## config.mk

```make
export PLATFORM = sky130hd
export DESIGN_NAME = cell_pos_reader
export DESIGN_NICKNAME = d
export VERILOG_FILES = /design/src/rtl/md_cell_pkg.sv /design/src/rtl/cell_reader_fifo.sv /design/src/rtl/cell_pos_reader.sv
export SDC_FILE = /design/constraint.sdc
export NUM_CORES = 1
export LEC_CHECK = 0
export CAP_MARGIN = 25
export CORE_MARGIN = 2
export CORE_UTILIZATION = 35
export CTS_BUF_LIST = sky130_fd_sc_hd__clkbuf_2 sky130_fd_sc_hd__clkbuf_4 sky130_fd_sc_hd__clkbuf_8
export DETAILED_ROUTE_END_ITERATION = 6
export PLACE_DENSITY = 0.6
export SETUP_SLACK_MARGIN = 0.3
export SYNTH_ARGS = -nofsm -noshare
export SYNTH_HDL_FRONTEND = slang
export SYNTH_SLANG_ARGS = --single-unit
export TNS_END_PERCENT = 10
```

## constraint.sdc

```tcl
create_clock -name clk -period 4.4 [get_ports clk]
set_clock_uncertainty 0.1 [all_clocks]
set_input_delay 0.44 -clock clk [delete_from_list [all_inputs] [get_ports clk]]
set_output_delay 0.44 -clock clk [all_outputs]
set_load 0.01 [all_outputs]
```

## src/rtl/md_cell_pkg.sv

```systemverilog
// Shared constants, FSM states and FIFO entry type for the cell position reader.
package md_cell_pkg;

  localparam int RD_LATENCY    = 2;
  localparam int RD_FIFO_DEPTH = 4;
  localparam int CELL_DATA_W   = 96;
  localparam int CELL_ADDR_W   = 8;
  localparam int FIFO_CNT_W    = $clog2(RD_FIFO_DEPTH + 1);
  localparam int INFLIGHT_W    = $clog2(RD_LATENCY + 1);

  typedef enum logic [2:0] {
    ST_IDLE,
    ST_CNT_REQ,
    ST_CNT_WAIT,
    ST_STREAM,
    ST_DRAIN,
    ST_DONE
  } reader_state_e;

  typedef struct packed {
    logic                   last;
    logic [CELL_ADDR_W-1:0] index;
    logic [CELL_DATA_W-1:0] data;
  } fifo_entry_t;

  function automatic logic [INFLIGHT_W-1:0] inflight_count(input logic [RD_LATENCY-1:0] vld);
    logic [INFLIGHT_W-1:0] n;
    n = '0;
    for (int i = 0; i < RD_LATENCY; i++) begin
      n = n + INFLIGHT_W'(vld[i]);
    end
    return n;
  endfunction

endpackage

```

## src/rtl/cell_reader_fifo.sv

```systemverilog
// Four-entry show-ahead FIFO; the head entry is driven straight from storage flops.
module cell_reader_fifo
  import md_cell_pkg::*;
(
  input  logic                  clk,
  input  logic                  rst,
  input  logic                  push,
  input  fifo_entry_t           push_entry,
  input  logic                  pop,
  output fifo_entry_t           head,
  output logic [FIFO_CNT_W-1:0] count,
  output logic                  empty,
  output logic                  full
);

  localparam int PTR_W = $clog2(RD_FIFO_DEPTH);

  fifo_entry_t           slot_q [RD_FIFO_DEPTH];
  fifo_entry_t           slot_d [RD_FIFO_DEPTH];
  logic [PTR_W-1:0]      rd_ptr_q, rd_ptr_d;
  logic [PTR_W-1:0]      wr_ptr_q, wr_ptr_d;
  logic [FIFO_CNT_W-1:0] count_q, count_d;
  logic                  do_push;
  logic                  do_pop;

  assign empty   = (count_q == '0);
  assign full    = (count_q == FIFO_CNT_W'(RD_FIFO_DEPTH));
  assign count   = count_q;
  assign head    = slot_q[rd_ptr_q];
  assign do_pop  = pop && !empty;
  // A push into a full FIFO is only legal when the head leaves in the same cycle.
  assign do_push = push && (!full || do_pop);

  always_comb begin
    slot_d   = slot_q;
    rd_ptr_d = rd_ptr_q;
    wr_ptr_d = wr_ptr_q;
    count_d  = count_q;
    if (do_push) begin
      slot_d[wr_ptr_q] = push_entry;
      wr_ptr_d         = wr_ptr_q + PTR_W'(1);
    end
    if (do_pop) begin
      rd_ptr_d = rd_ptr_q + PTR_W'(1);
    end
    case ({do_push, do_pop})
      2'b10:   count_d = count_q + FIFO_CNT_W'(1);
      2'b01:   count_d = count_q - FIFO_CNT_W'(1);
      default: count_d = count_q;
    endcase
  end

  always_ff @(posedge clk) begin
    if (rst) begin
      for (int i = 0; i < RD_FIFO_DEPTH; i++) begin
        slot_q[i] <= '0;
      end
      rd_ptr_q <= '0;
      wr_ptr_q <= '0;
      count_q  <= '0;
    end else begin
      slot_q   <= slot_d;
      rd_ptr_q <= rd_ptr_d;
      wr_ptr_q <= wr_ptr_d;
      count_q  <= count_d;
    end
  end

endmodule

```

## src/rtl/cell_pos_reader.sv

```systemverilog
// Streams particle words 1..N of a cell RAM as a valid/ready stream.
// Define CELL_READER_CLAMP_EN to clamp oversize counts to PARTICLE_NUM-1 and flag count_err.
module cell_pos_reader
  import md_cell_pkg::*;
#(
  parameter int DATA_WIDTH   = CELL_DATA_W,
  parameter int ADDR_WIDTH   = CELL_ADDR_W,
  parameter int PARTICLE_NUM = 220
) (
  input  logic                  clk,
  input  logic                  rst,
  input  logic                  start,
  output logic                  busy,
  output logic                  done,
  output logic [ADDR_WIDTH-1:0] mem_address,
  output logic                  mem_rden,
  output logic                  mem_wren,
  input  logic [DATA_WIDTH-1:0] mem_q,
  output logic [ADDR_WIDTH-1:0] particle_count,
  output logic                  count_err,
  output logic                  out_valid,
  input  logic                  out_ready,
  output logic [DATA_WIDTH-1:0] out_data,
  output logic [ADDR_WIDTH-1:0] out_index,
  output logic                  out_last
);

  localparam logic [ADDR_WIDTH-1:0] MAX_COUNT = ADDR_WIDTH'(PARTICLE_NUM - 1);
  localparam int CREDIT_W = FIFO_CNT_W + 1;
  localparam int WAIT_W   = (RD_LATENCY > 2) ? $clog2(RD_LATENCY) : 1;

  reader_state_e                         state_q, state_d;
  logic [WAIT_W-1:0]                     wait_q, wait_d;
  logic [ADDR_WIDTH-1:0]                 addr_q, addr_d;
  logic [ADDR_WIDTH-1:0]                 particle_count_q, particle_count_d;
  logic                                  count_err_q, count_err_d;
  logic [RD_LATENCY-1:0]                 pipe_vld_q, pipe_vld_d;
  logic [RD_LATENCY-1:0][ADDR_WIDTH-1:0] pipe_idx_q, pipe_idx_d;

  logic [ADDR_WIDTH-1:0] raw_count;
  logic [ADDR_WIDTH-1:0] eff_count;
  logic                  count_over;
  logic                  issue;
  logic                  credit_ok;
  logic [CREDIT_W-1:0]   credit_used;
  logic                  out_pop;
  logic                  fifo_empty;
  logic                  fifo_full;
  logic [FIFO_CNT_W-1:0] fifo_count;
  fifo_entry_t           push_entry;
  fifo_entry_t           head;

  assign raw_count = mem_q[ADDR_WIDTH-1:0];

`ifdef CELL_READER_CLAMP_EN
  assign count_over = (raw_count > MAX_COUNT);
  assign eff_count  = count_over ? MAX_COUNT : raw_count;
  assign count_err  = count_err_q;
`else
  logic unused_cfg;
  assign count_over = 1'b0;
  assign eff_count  = raw_count;
  assign count_err  = 1'b0;
  assign unused_cfg = ^{MAX_COUNT, count_err_q};
`endif

  // Every outstanding read already owns a FIFO slot, so returning words can never overflow it.
  assign credit_used = CREDIT_W'(fifo_count) + CREDIT_W'(inflight_count(pipe_vld_q));
  assign credit_ok   = (credit_used < CREDIT_W'(RD_FIFO_DEPTH));

  assign out_valid      = !fifo_empty;
  assign out_pop        = out_valid && out_ready;
  assign out_data       = head.data;
  assign out_index      = head.index;
  assign out_last       = head.last;
  assign busy           = (state_q != ST_IDLE);
  assign mem_wren       = 1'b0;
  assign particle_count = particle_count_q;

  always_comb begin
    state_d          = state_q;
    wait_d           = '0;
    addr_d           = addr_q;
    particle_count_d = particle_count_q;
    count_err_d      = count_err_q;
    mem_rden         = 1'b0;
    mem_address      = '0;
    issue            = 1'b0;
    done             = 1'b0;
    unique case (state_q)
      ST_IDLE: begin
        if (start) begin
          state_d     = ST_CNT_REQ;
          count_err_d = 1'b0;
        end
      end
      ST_CNT_REQ: begin
        mem_rden = 1'b1;
        state_d  = ST_CNT_WAIT;
      end
      ST_CNT_WAIT: begin
        wait_d = wait_q + WAIT_W'(1);
        if (wait_q == WAIT_W'(RD_LATENCY - 1)) begin
          wait_d           = '0;
          particle_count_d = eff_count;
          count_err_d      = count_over;
          addr_d           = ADDR_WIDTH'(1);
          state_d          = (eff_count == '0) ? ST_DONE : ST_STREAM;
        end
      end
      ST_STREAM: begin
        if (credit_ok) begin
          issue       = 1'b1;
          mem_rden    = 1'b1;
          mem_address = addr_q;
          if (addr_q == particle_count_q) begin
            state_d = ST_DRAIN;
          end else begin
            addr_d = addr_q + ADDR_WIDTH'(1);
          end
        end
      end
      ST_DRAIN: begin
        // Leave once nothing is in flight and the last buffered word is gone after this cycle.
        if ((pipe_vld_q == '0) &&
            (fifo_empty || ((fifo_count == FIFO_CNT_W'(1)) && out_pop))) begin
          state_d = ST_DONE;
        end
      end
      ST_DONE: begin
        done    = 1'b1;
        state_d = ST_IDLE;
      end
      default: state_d = ST_IDLE;
    endcase
  end

  always_comb begin
    pipe_vld_d       = {pipe_vld_q[RD_LATENCY-2:0], issue};
    pipe_idx_d       = {pipe_idx_q[RD_LATENCY-2:0], addr_q};
    push_entry       = '0;
    push_entry.data  = mem_q;
    push_entry.index = pipe_idx_q[RD_LATENCY-1];
    push_entry.last  = (pipe_idx_q[RD_LATENCY-1] == particle_count_q);
  end

  always_ff @(posedge clk) begin
    if (rst) begin
      state_q          <= ST_IDLE;
      wait_q           <= '0;
      addr_q           <= '0;
      particle_count_q <= '0;
      count_err_q      <= 1'b0;
      pipe_vld_q       <= '0;
      pipe_idx_q       <= '0;
    end else begin
      state_q          <= state_d;
      wait_q           <= wait_d;
      addr_q           <= addr_d;
      particle_count_q <= particle_count_d;
      count_err_q      <= count_err_d;
      pipe_vld_q       <= pipe_vld_d;
      pipe_idx_q       <= pipe_idx_d;
    end
  end

  cell_reader_fifo u_fifo (
    .clk        (clk),
    .rst        (rst),
    .push       (pipe_vld_q[RD_LATENCY-1]),
    .push_entry (push_entry),
    .pop        (out_pop),
    .head       (head),
    .count      (fifo_count),
    .empty      (fifo_empty),
    .full       (fifo_full)
  );

  logic unused_full;
  assign unused_full = fifo_full;

endmodule

```

==> results of run 1 <==
sequential cells by signal, indices dropped and copies added, names as in the netlist:
signal and flops:
u_fifo.slot_q 420, particle_count 8, u_fifo.rd_ptr_q 2, addr_q 8, pipe_vld_q 2, state_q 3, u_fifo.count 3, u_fifo.wr_ptr_q 2
wait_q 1, pipe_idx_d 8, pipe_idx_q 8
report_power, final:
group          switching (mW)  internal [mW]  total, mW  leakage (nW)
clock network            1.80           2.49       4.29         0.922
registers               0.128           4.28       4.40          3.75
logic                   0.628          0.548       1.18          2.93
placed cells by master, fill, tap and decap left out, types with 2 or more instances in the layout:
| cell | n |
|---|---|
| nand2_1 | 866 |
| dfxtp_1 | 463 |
| a21oi_1 | 439 |
| clkdlybuf4s50_1 | 223 |
| mux4_2 | 105 |
| clkbuf_8 | 100 |
| clkbuf_4 | 25 |
| nor2b_1 | 18 |
| buf_4 | 17 |
| and2_1 | 12 |
| nor2_1 | 12 |
| xor2_1 | 11 |
| ha_1 | 11 |
| xnor2_1 | 10 |
| buf_12 | 10 |
| inv_1 | 8 |
| o21ai_0 | 8 |
| or3_1 | 7 |
| nand4_1 | 7 |
| and3_1 | 5 |
| and2_4 | 4 |
| nand2_4 | 4 |
| nor4_1 | 4 |
| clkinv_2 | 4 |
| bufinv_16 | 4 |
| a211oi_1 | 3 |
| o21a_1 | 2 |
| a211o_1 | 2 |
| nand3_1 | 2 |
| conb_1 | 2 |
| inv_6 | 2 |
| clkinvlp_4 | 2 |
| dfxtp_4 | 2 |
routing by layer:
metal	vias up	wire [um]	GRT usage (%)
li1	7682	-	-
met1	7741	23200	24.0
met2	503	27800	34.0
met3	119	3470	4.38
met4	4	1880	8.63
met5	-	24	0
layout make-up:
cell class / count / area share [%]
Sequential cell: 465 / 39.8
Multi-Input combinational cell: 1551 / 37.8
Timing Repair Buffer: 251 / 11.0
Clock buffer: 125 / 6.68
Tap cell: 696 / 3.72
Clock inverter: 13 / 0.786
Inverter: 9 / 0.155
Antenna cell: 1 / 0.0107
per-stage QoR:
step                      setup slack (ns)  power [mW]  hold slack (ns)  cell area, sq um
after floorplan                       2.22        5.25            0.314             18900
after global placement                1.46        5.68            0.325             21700
after detailed placement              1.40        5.69            0.324             21700
after CTS                            0.746        10.0            0.147             23400
after global routing                 0.681        10.3            0.203             23400
final                                0.866        9.87            0.195             23400
kinds of logic after synthesis:
| kind of cell | count (synthesis) |
|---|---|
| buf+inv | 187 |
| flops | 465 |
| mux | 106 |
| fa+ha+maj | 11 |
| xor+xnor | 21 |
| compound gates | 463 |
| simple gates | 948 |
| other cells | 1 |
final timing paths:
kind                                    from                              end  slack [ns]  cells past startpoint
max          u_fifo.rd_ptr_q[0]$_SDFFE_PP0P_                     out_index[7]        0.87                      3
min                                      rst        pipe_idx_q[11]$_SDFF_PP0_        0.19                      2
max reg2reg     u_fifo.count[0]$_SDFFE_PP0P_  u_fifo.slot_q[355]$_SDFFE_PP0P_        1.56                      8
min reg2reg        pipe_idx_d[13]$_SDFF_PP0_        pipe_idx_q[13]$_SDFF_PP0_        0.32                      1
synth_stat cells (5+ instances only):
| master | n | area (sq um) |
|---|---|---|
| nand2_1 | 870 | 3270 |
| dfxtp_1 | 465 | 9310 |
| a21oi_1 | 439 | 2200 |
| mux4_2 | 105 | 2360 |
| clkbuf_1 | 89 | 334 |
| buf_2 | 62 | 310 |
| buf_1 | 23 | 86.3 |
| nor2b_1 | 18 | 113 |
| and2_1 | 16 | 100 |
| nor2_1 | 12 | 45.0 |
| ha_1 | 11 | 138 |
| xor2_1 | 11 | 96.3 |
| xnor2_1 | 10 | 87.6 |
| inv_1 | 8 | 30.0 |
| o21ai_0 | 8 | 40.0 |
| nand4_1 | 7 | 43.8 |
| or3_1 | 7 | 43.8 |
| and3_1 | 5 | 31.3 |
worst max-delay path, cell delays in order, from the launching register on:
cell and delay, ns:
dfxtp_4 0.71, buf_12 0.42, mux4_2 0.65, clkdlybuf4s50_1 0.52
==> impl_metrics.ini, run 1 <==
[yosys]
ys_types = 44
synth_area_sq_mm = 0.0189
synth_xor_area_share_pct = 0.972
ys_warn_count = 0
synthCells = 2202
synth_edf_count = 0
synthMuxAreaShare_pct = 12.5
ys_seq_area_share_pct = 49.2
yosys_most_used_dff = dfxtp_1
synthSimpleGateAreaFrac_pct = 19.7
synth_fa_ha_area_share_pct = 0.727
synth_compound_area_share_pct = 12.6
synth-seq-cells = 465
synth_top_family_by_area = simple AND/OR/NAND/NOR gates
synth_area_per_cell_sq_um = 8.59
synthArstFlopShare_pct = 0

[clock_tree]
ctsResizeCount = 0
hold_buffers = 0
clock_latency_ns = 0.66
cts_max_path_buffers = 3
post_cts_buffers = 0
cts.sinks = 465
cts_htree_levels = 3
path_clk_slew_ns = 0.06
tritoncts = done
numCtsBuffers = 83
cts-root-buf = clkbuf_8

[die]
die_w_um = 237
die_area_sq_mm = 0.0559
num_rows = 85
initial_core_util_pct = 35.3
ioPinCount = 227
die_h_um = 237
core-area_sq_mm = 0.0536

[grt]
grt-ovfl-total = 0
grt_pass1_wl_um = 88200
grt_use_total_pct = 19.9
grt_max_degree = 181
antenna_found_initial = 3
grt_pass1_vias = 16000

[drt]
drt-initial-drc-count = 1142
antenna_left = 0
vias_per_cell = 5.16
vias = 16000
drc = 0
wire_per_inst_um = 18.1
drt_wl_total_um = 56400
dr.pass1.iters = 5

[place]
place_inst = 2972
port_buffers = 224
gp_congestion = 0.776
hpwl_um = 33000

[timing]
finalSetupViolations = 0
tns_ns = 0
finalHoldViolCount = 0
maxSlewHeadroom_pct = 42.9
finalCritPeriodShare_pct = 80.3
worstMarginPinSlew_ns = 0.857
min_period_ns = 3.53
rsz0062_at_grt = no
slew_violations = 0
fmax_mhz = 283

[final_layout]
layout-drive-gt1-share_pct = 11.9
areaGrowthSynthToFinish_pct = 23.7
fin_nets = 2472
fill_cells = 5264
final-instance-count-excl-fill = 3111
multi_input_area_sq_mm = 0.00885
seqCellArea_sq_mm = 0.00932
fin_util_pct = 43.7

[setup_path]
path_class = reg2out
critPathLaunchType = flip-flop
worstSetupEndpointType = output port
critPathRequiredTime_ns = 3.86
cp_max_fo = 45
crit_arrival_ns = 2.99

[pwr]
ir_drop_uv = 218
power_density_mw_per_mm2 = 422
total_leakage_power_nw = 7.59

[worst_hold_path]
min-delay-path-class = in2reg

[job]
drv_cap = 0

[outcome]
outcome = finished, final reports clean
(Power assumes the default switching activity.)
==> run 2: changes to the inputs <==
==> constraint.sdc (replaced) <==
create_clock -name clk -period 3.7 [get_ports clk]
set_clock_uncertainty 0.1 [all_clocks]
set_input_delay 0.37 -clock clk [delete_from_list [all_inputs] [get_ports clk]]
set_output_delay 0.37 -clock clk [all_outputs]
set_load 0.01 [all_outputs]
==> run 2 against run 1 <==
Die area unchanged; final cell count unchanged; core utilization increased by 0.061 points; critical path depth unchanged; cell area increased by 0.14%; combinational power increased by 25%; highest routed layer unchanged; largest cell class unchanged; first-iteration DRC count increased by 1.4%; critical endpoint is now out_data[7]; clock-buffer cell count increased by 7; clock power increased by 17%; worst setup slack got worse by 0.42 ns; routed wire length about the same.
==> impl_metrics.ini, run 2 (synthesis results as in run 1) <==
[place]
hpwl_um = 31800
gp_congestion = 0.775
port_buffers = 224

[timing]
finalSetupViolations = 0
min_period_ns = 3.25
finalCritPeriodShare_pct = 87.9
maxSlewHeadroom_pct = 42.5
holdWs_ns = 0.124
finalHoldViolCount = 0
worstMarginPinSlew_ns = 0.862
fmax_mhz = 308
tns_ns = 0
rsz0062_at_grt = no
slew_violations = 0

[pwr]
comb_power_share_pct = 12.6
total_leakage_power_nw = 7.60
p_int_mw = 8.66
power_frac_seq_pct = 44.2
power_density_mw_per_mm2 = 499
p_sw_share_pct = 25.9
switching_power_mw = 3.03
ir_drop_uv = 372
pwr-share-clk_pct = 43.1

[drt]
drt_wl_total_um = 56400
antenna_left = 0
vias_per_cell = 5.17
dr.pass1.iters = 6
wire_per_inst_um = 18.1
drc = 0
drt-initial-drc-count = 1158
vias = 16100

[die]
die_w_um = 237
ioPinCount = 227
num_rows = 85
die_h_um = 237
die_area_sq_mm = 0.0559
initial_core_util_pct = 35.3
core-area_sq_mm = 0.0536

[clock_tree]
clock_latency_ns = 0.65
path_clk_slew_ns = 0.06
tritoncts = done
post_cts_buffers = 0
cts-root-buf = clkbuf_8
cts.sinks = 465
numCtsBuffers = 81
cts_max_path_buffers = 3
cts_htree_levels = 3

[setup_path]
critPathLaunchType = flip-flop
cp_max_fo = 29
crit_arrival_ns = 2.78
path_class = reg2out
critPathRequiredTime_ns = 3.23
worstSetupEndpointType = output port

[grt]
antenna_found_initial = 2
grt_pass1_wl_um = 88500
grt_use_total_pct = 19.8
grt_pass1_vias = 15900
grt-ovfl-total = 0
grt_max_degree = 173

[final_layout]
final_cell_mix = 866 x nand2_1, 463 x dfxtp_1, 439 x a21oi_1
fin_nets = 2463
layout-drive-gt1-share_pct = 12.0
areaGrowthSynthToFinish_pct = 23.8
final_common_cell = nand2_1
largest_reg_flops = 420
regMostFlops = u_fifo.slot_q

[outcome]
outcome = finished, final reports clean

[job]
drv_cap = 0

[worst_hold_path]
min-delay-path-class = in2reg
==> run 2: layout make-up <==
class                           instances  area, sq um
Fill cell                            5275        30200
Timing Repair Buffer                  244         2600
Antenna cell                            1         2.50
Inverter                                9         36.3
Sequential cell                       465         9320
Clock buffer                          132         1620
Tap cell                              696          871
Multi-Input combinational cell       1551         8860
Clock inverter                         13          134
==> run 2: routing by layer <==
| layer | part of all wire [%] | global-route usage [%] |
|---|---|---|
| met5 | 0.021 | 0 |
| met4 | 2.5 | 6.75 |
| met3 | 5.8 | 4.24 |
| met2 | 49 | 34.0 |
| met1 | 42 | 24.7 |
==> run 2: power groups by stage <==
| stage | clock network, mW | registers [mW] | logic [mW] |
|---|---|---|---|
| after floorplan | 0 | 5.23 | 1.02 |
| after global placement | 0 | 5.28 | 1.49 |
| after detailed placement | 0 | 5.28 | 1.50 |
| after CTS | 5.19 | 5.17 | 1.51 |
| after global routing | 5.40 | 5.18 | 1.61 |
| final | 5.04 | 5.17 | 1.48 |
==> run 2: path summary, 6_finish.rpt <==
kind	start	to	slack, ns	cells past startpoint
worst max-delay path	u_fifo.rd_ptr_q[1]$_SDFFE_PP0P_	out_data[7]	0.45	3
worst min-delay path	rst	u_fifo.count[0]$_SDFFE_PP0P_	0.12	2
worst max register to register	u_fifo.count[0]$_SDFFE_PP0P_	u_fifo.slot_q[224]$_SDFFE_PP0P_	1.05	8
worst min register to register	pipe_idx_d[12]$_SDFF_PP0_	pipe_idx_q[12]$_SDFF_PP0_	0.33	1
==> run 2: critical path, stage by stage, from the launching register on <==
cell	delay [ns]
dfxtp_4	0.63
buf_4	0.52
mux4_2	0.39
clkdlybuf4s50_1	0.57
==> run 2: metrics by stage <==
stage | total power, mW | setup WS [ns] | std cells | utilization, % | cell area (sq um)
2_1_floorplan | 6.25 | 1.59 | 2203 | - | 18900
3_3_place_gp | 6.77 | 0.977 | 2965 | 40.4 | 21700
3_5_place_dp | 6.78 | 0.919 | 2965 | 40.4 | 21700
4_1_cts | 11.9 | 0.375 | 3110 | 43.7 | 23400
5_1_grt | 12.2 | 0.343 | 3111 | 43.7 | 23400
6_report | 11.7 | 0.448 | 3111 | 43.7 | 23400
==> run 2: repair_timing <==
item	CTS	global route
resized for setup	0	1
endpoints found under the hold margin	0	0
endpoints found under the setup margin	0	8
hold buffers	0	0
==> run 3: changes to the inputs <==
--- a/config.mk
+++ b/config.mk
@@ -7,10 +7,10 @@
 export LEC_CHECK = 0
 export CAP_MARGIN = 25
 export CORE_MARGIN = 2
-export CORE_UTILIZATION = 35
+export CORE_UTILIZATION = 50
 export CTS_BUF_LIST = sky130_fd_sc_hd__clkbuf_2 sky130_fd_sc_hd__clkbuf_4 sky130_fd_sc_hd__clkbuf_8
 export DETAILED_ROUTE_END_ITERATION = 6
-export PLACE_DENSITY = 0.6
+export PLACE_DENSITY = 0.73
 export SETUP_SLACK_MARGIN = 0.3
 export SYNTH_ARGS = -nofsm -noshare
 export SYNTH_HDL_FRONTEND = slang
==> run 3 against run 2 <==
Sequential share of layout area is 0.28 points higher; combinational power hardly changed; cell area is 0.71% lower; total power is 1.8% lower; via count hardly changed; largest power group unchanged; largest cell class unchanged; clock power is 4.4% lower; highest routed layer is now met4; fmax is 2.7% higher; worst hold slack better by 0.018 ns.
==> impl_metrics.ini, run 3 (synthesis results as in run 1) <==
[outcome]
outcome = finished, final reports clean

[timing]
finalSetupViolations = 0
worstMarginPinSlew_ns = 0.937
finalCritPeriodShare_pct = 85.6
finalHoldViolCount = 0
rsz0062_at_grt = no
min_period_ns = 3.17
holdWs_ns = 0.143
slew_violations = 0
fmax_mhz = 316
maxSlewHeadroom_pct = 37.5
tns_ns = 0

[setup_path]
path_class = reg2out
cp_top_family = buffers and inverters
crit_arrival_ns = 2.70
worstSetupEndpointType = output port
crit_buf_inv = 1
cp_slowest_cell = clkdlybuf4s50_1
cp_max_fo = 11
cpPeakStageDelay_ns = 0.53
critPathLaunchType = flip-flop
critPathRequiredTime_ns = 3.23
crit_chain = ha_1, a21o_1, a21oi_1, and3_2, and2_1, clkdlybuf4s50_1

[final_layout]
layout-drive-gt1-share_pct = 12.3
final_cell_area_sq_mm = 0.0233
fin_util_pct = 62.1
fin_nets = 2474
final_common_cell = nand2_1
final_cell_mix = 866 x nand2_1, 463 x dfxtp_1, 439 x a21oi_1
areaGrowthSynthToFinish_pct = 23.0
largest_reg_flops = 420
fill_cells = 3184
regMostFlops = u_fifo.slot_q

[die]
ioPinCount = 227
die_area_sq_mm = 0.0394
num_rows = 71
die_w_um = 199
core-area_sq_mm = 0.0375
die_h_um = 199
initial_core_util_pct = 50.5

[clock_tree]
post_cts_buffers = 0
path_clk_slew_ns = 0.05
cts_htree_levels = 3
hold_buffers = 0
ctsResizeCount = 0
tritoncts = done
numCtsBuffers = 77
cts_max_path_buffers = 3
clock_latency_ns = 0.63
cts-root-buf = clkbuf_8
cts.sinks = 465

[pwr]
p_total_mw = 11.5
ir_drop_uv = 329
total_leakage_power_nw = 7.63
power_density_mw_per_mm2 = 494

[grt]
grt_pass1_vias = 16100
antenna_found_initial = 3
grt-ovfl-total = 0
grt_pass1_wl_um = 82400
grt_max_degree = 145
grt_use_total_pct = 26.3

[place]
hpwl_um = 31300
gp_congestion = 0.776
port_buffers = 224
placed_cell_area_sq_mm = 0.0216

[drt]
drc = 0
vias = 16100
dr.pass1.iters = 6
antenna_left = 0
drt_wl_total_um = 51900
drt-initial-drc-count = 1188
vias_per_cell = 5.48
wire_per_inst_um = 17.7

[worst_hold_path]
min-delay-path-class = in2reg

[job]
drv_cap = 0
run 3: cell types whose count changed in the layout (fill, tap and decap cells not counted), sizes merged:
cell / delta
buf: +15
clkbuf: -10
clkinv: +5
clkinvlp: +3
diode: +3
inv: -3
bufinv: -1
run 3: stage by stage:
stage,worst slack (ns),instances
2_1_floorplan,1.59,2203
3_3_place_gp,0.915,2795
3_5_place_dp,0.827,2795
4_1_cts,0.396,2934
5_1_grt,0.362,2936
6_report,0.532,2938
run 3: path summary, 6_finish.rpt:
kind,cells past startpoint,end,start,slack [ns]
setup / recovery,6,mem_address[5],u_fifo.count[0]$_SDFFE_PP0P_,0.53
hold / removal,2,pipe_idx_d[15]$_SDFF_PP0_,rst,0.14
setup reg to reg,8,u_fifo.slot_q[139]$_SDFFE_PP0P_,u_fifo.count[0]$_SDFFE_PP0P_,0.93
hold reg to reg,1,pipe_idx_q[11]$_SDFF_PP0_,pipe_idx_d[11]$_SDFF_PP0_,0.33
run 3: metal layers:
| layer | up-vias | track usage, % | routed length, um |
|---|---|---|---|
| met4 | 0 | 10.1 | 1040 |
| li1 | 7701 | - | - |
| met5 | - | 0 | 0 |
| met2 | 556 | 43.6 | 25200 |
| met1 | 7755 | 33.1 | 21400 |
| met3 | 76 | 6.65 | 4280 |
run 3: final cells by class:
| cell class | count | area [sq um] | share of cell area, % |
|---|---|---|---|
| Tap cell | 511 | 639 | 2.75 |
| Multi-Input combinational cell | 1551 | 8860 | 38.1 |
| Timing Repair Buffer | 259 | 2720 | 11.7 |
| Inverter | 9 | 36.3 | 0.156 |
| Sequential cell | 465 | 9320 | 40.0 |
| Antenna cell | 4 | 10.0 | 0.0430 |
| Clock inverter | 17 | 123 | 0.527 |
| Clock buffer | 122 | 1570 | 6.73 |
run 3: report_power, final:
group          leakage (nW)  internal (mW)  total, mW  switching, mW
Combinational          3.00          0.687       1.46          0.769
Clock                 0.888           2.76       4.82           2.06
Sequential             3.75           5.08       5.21          0.126
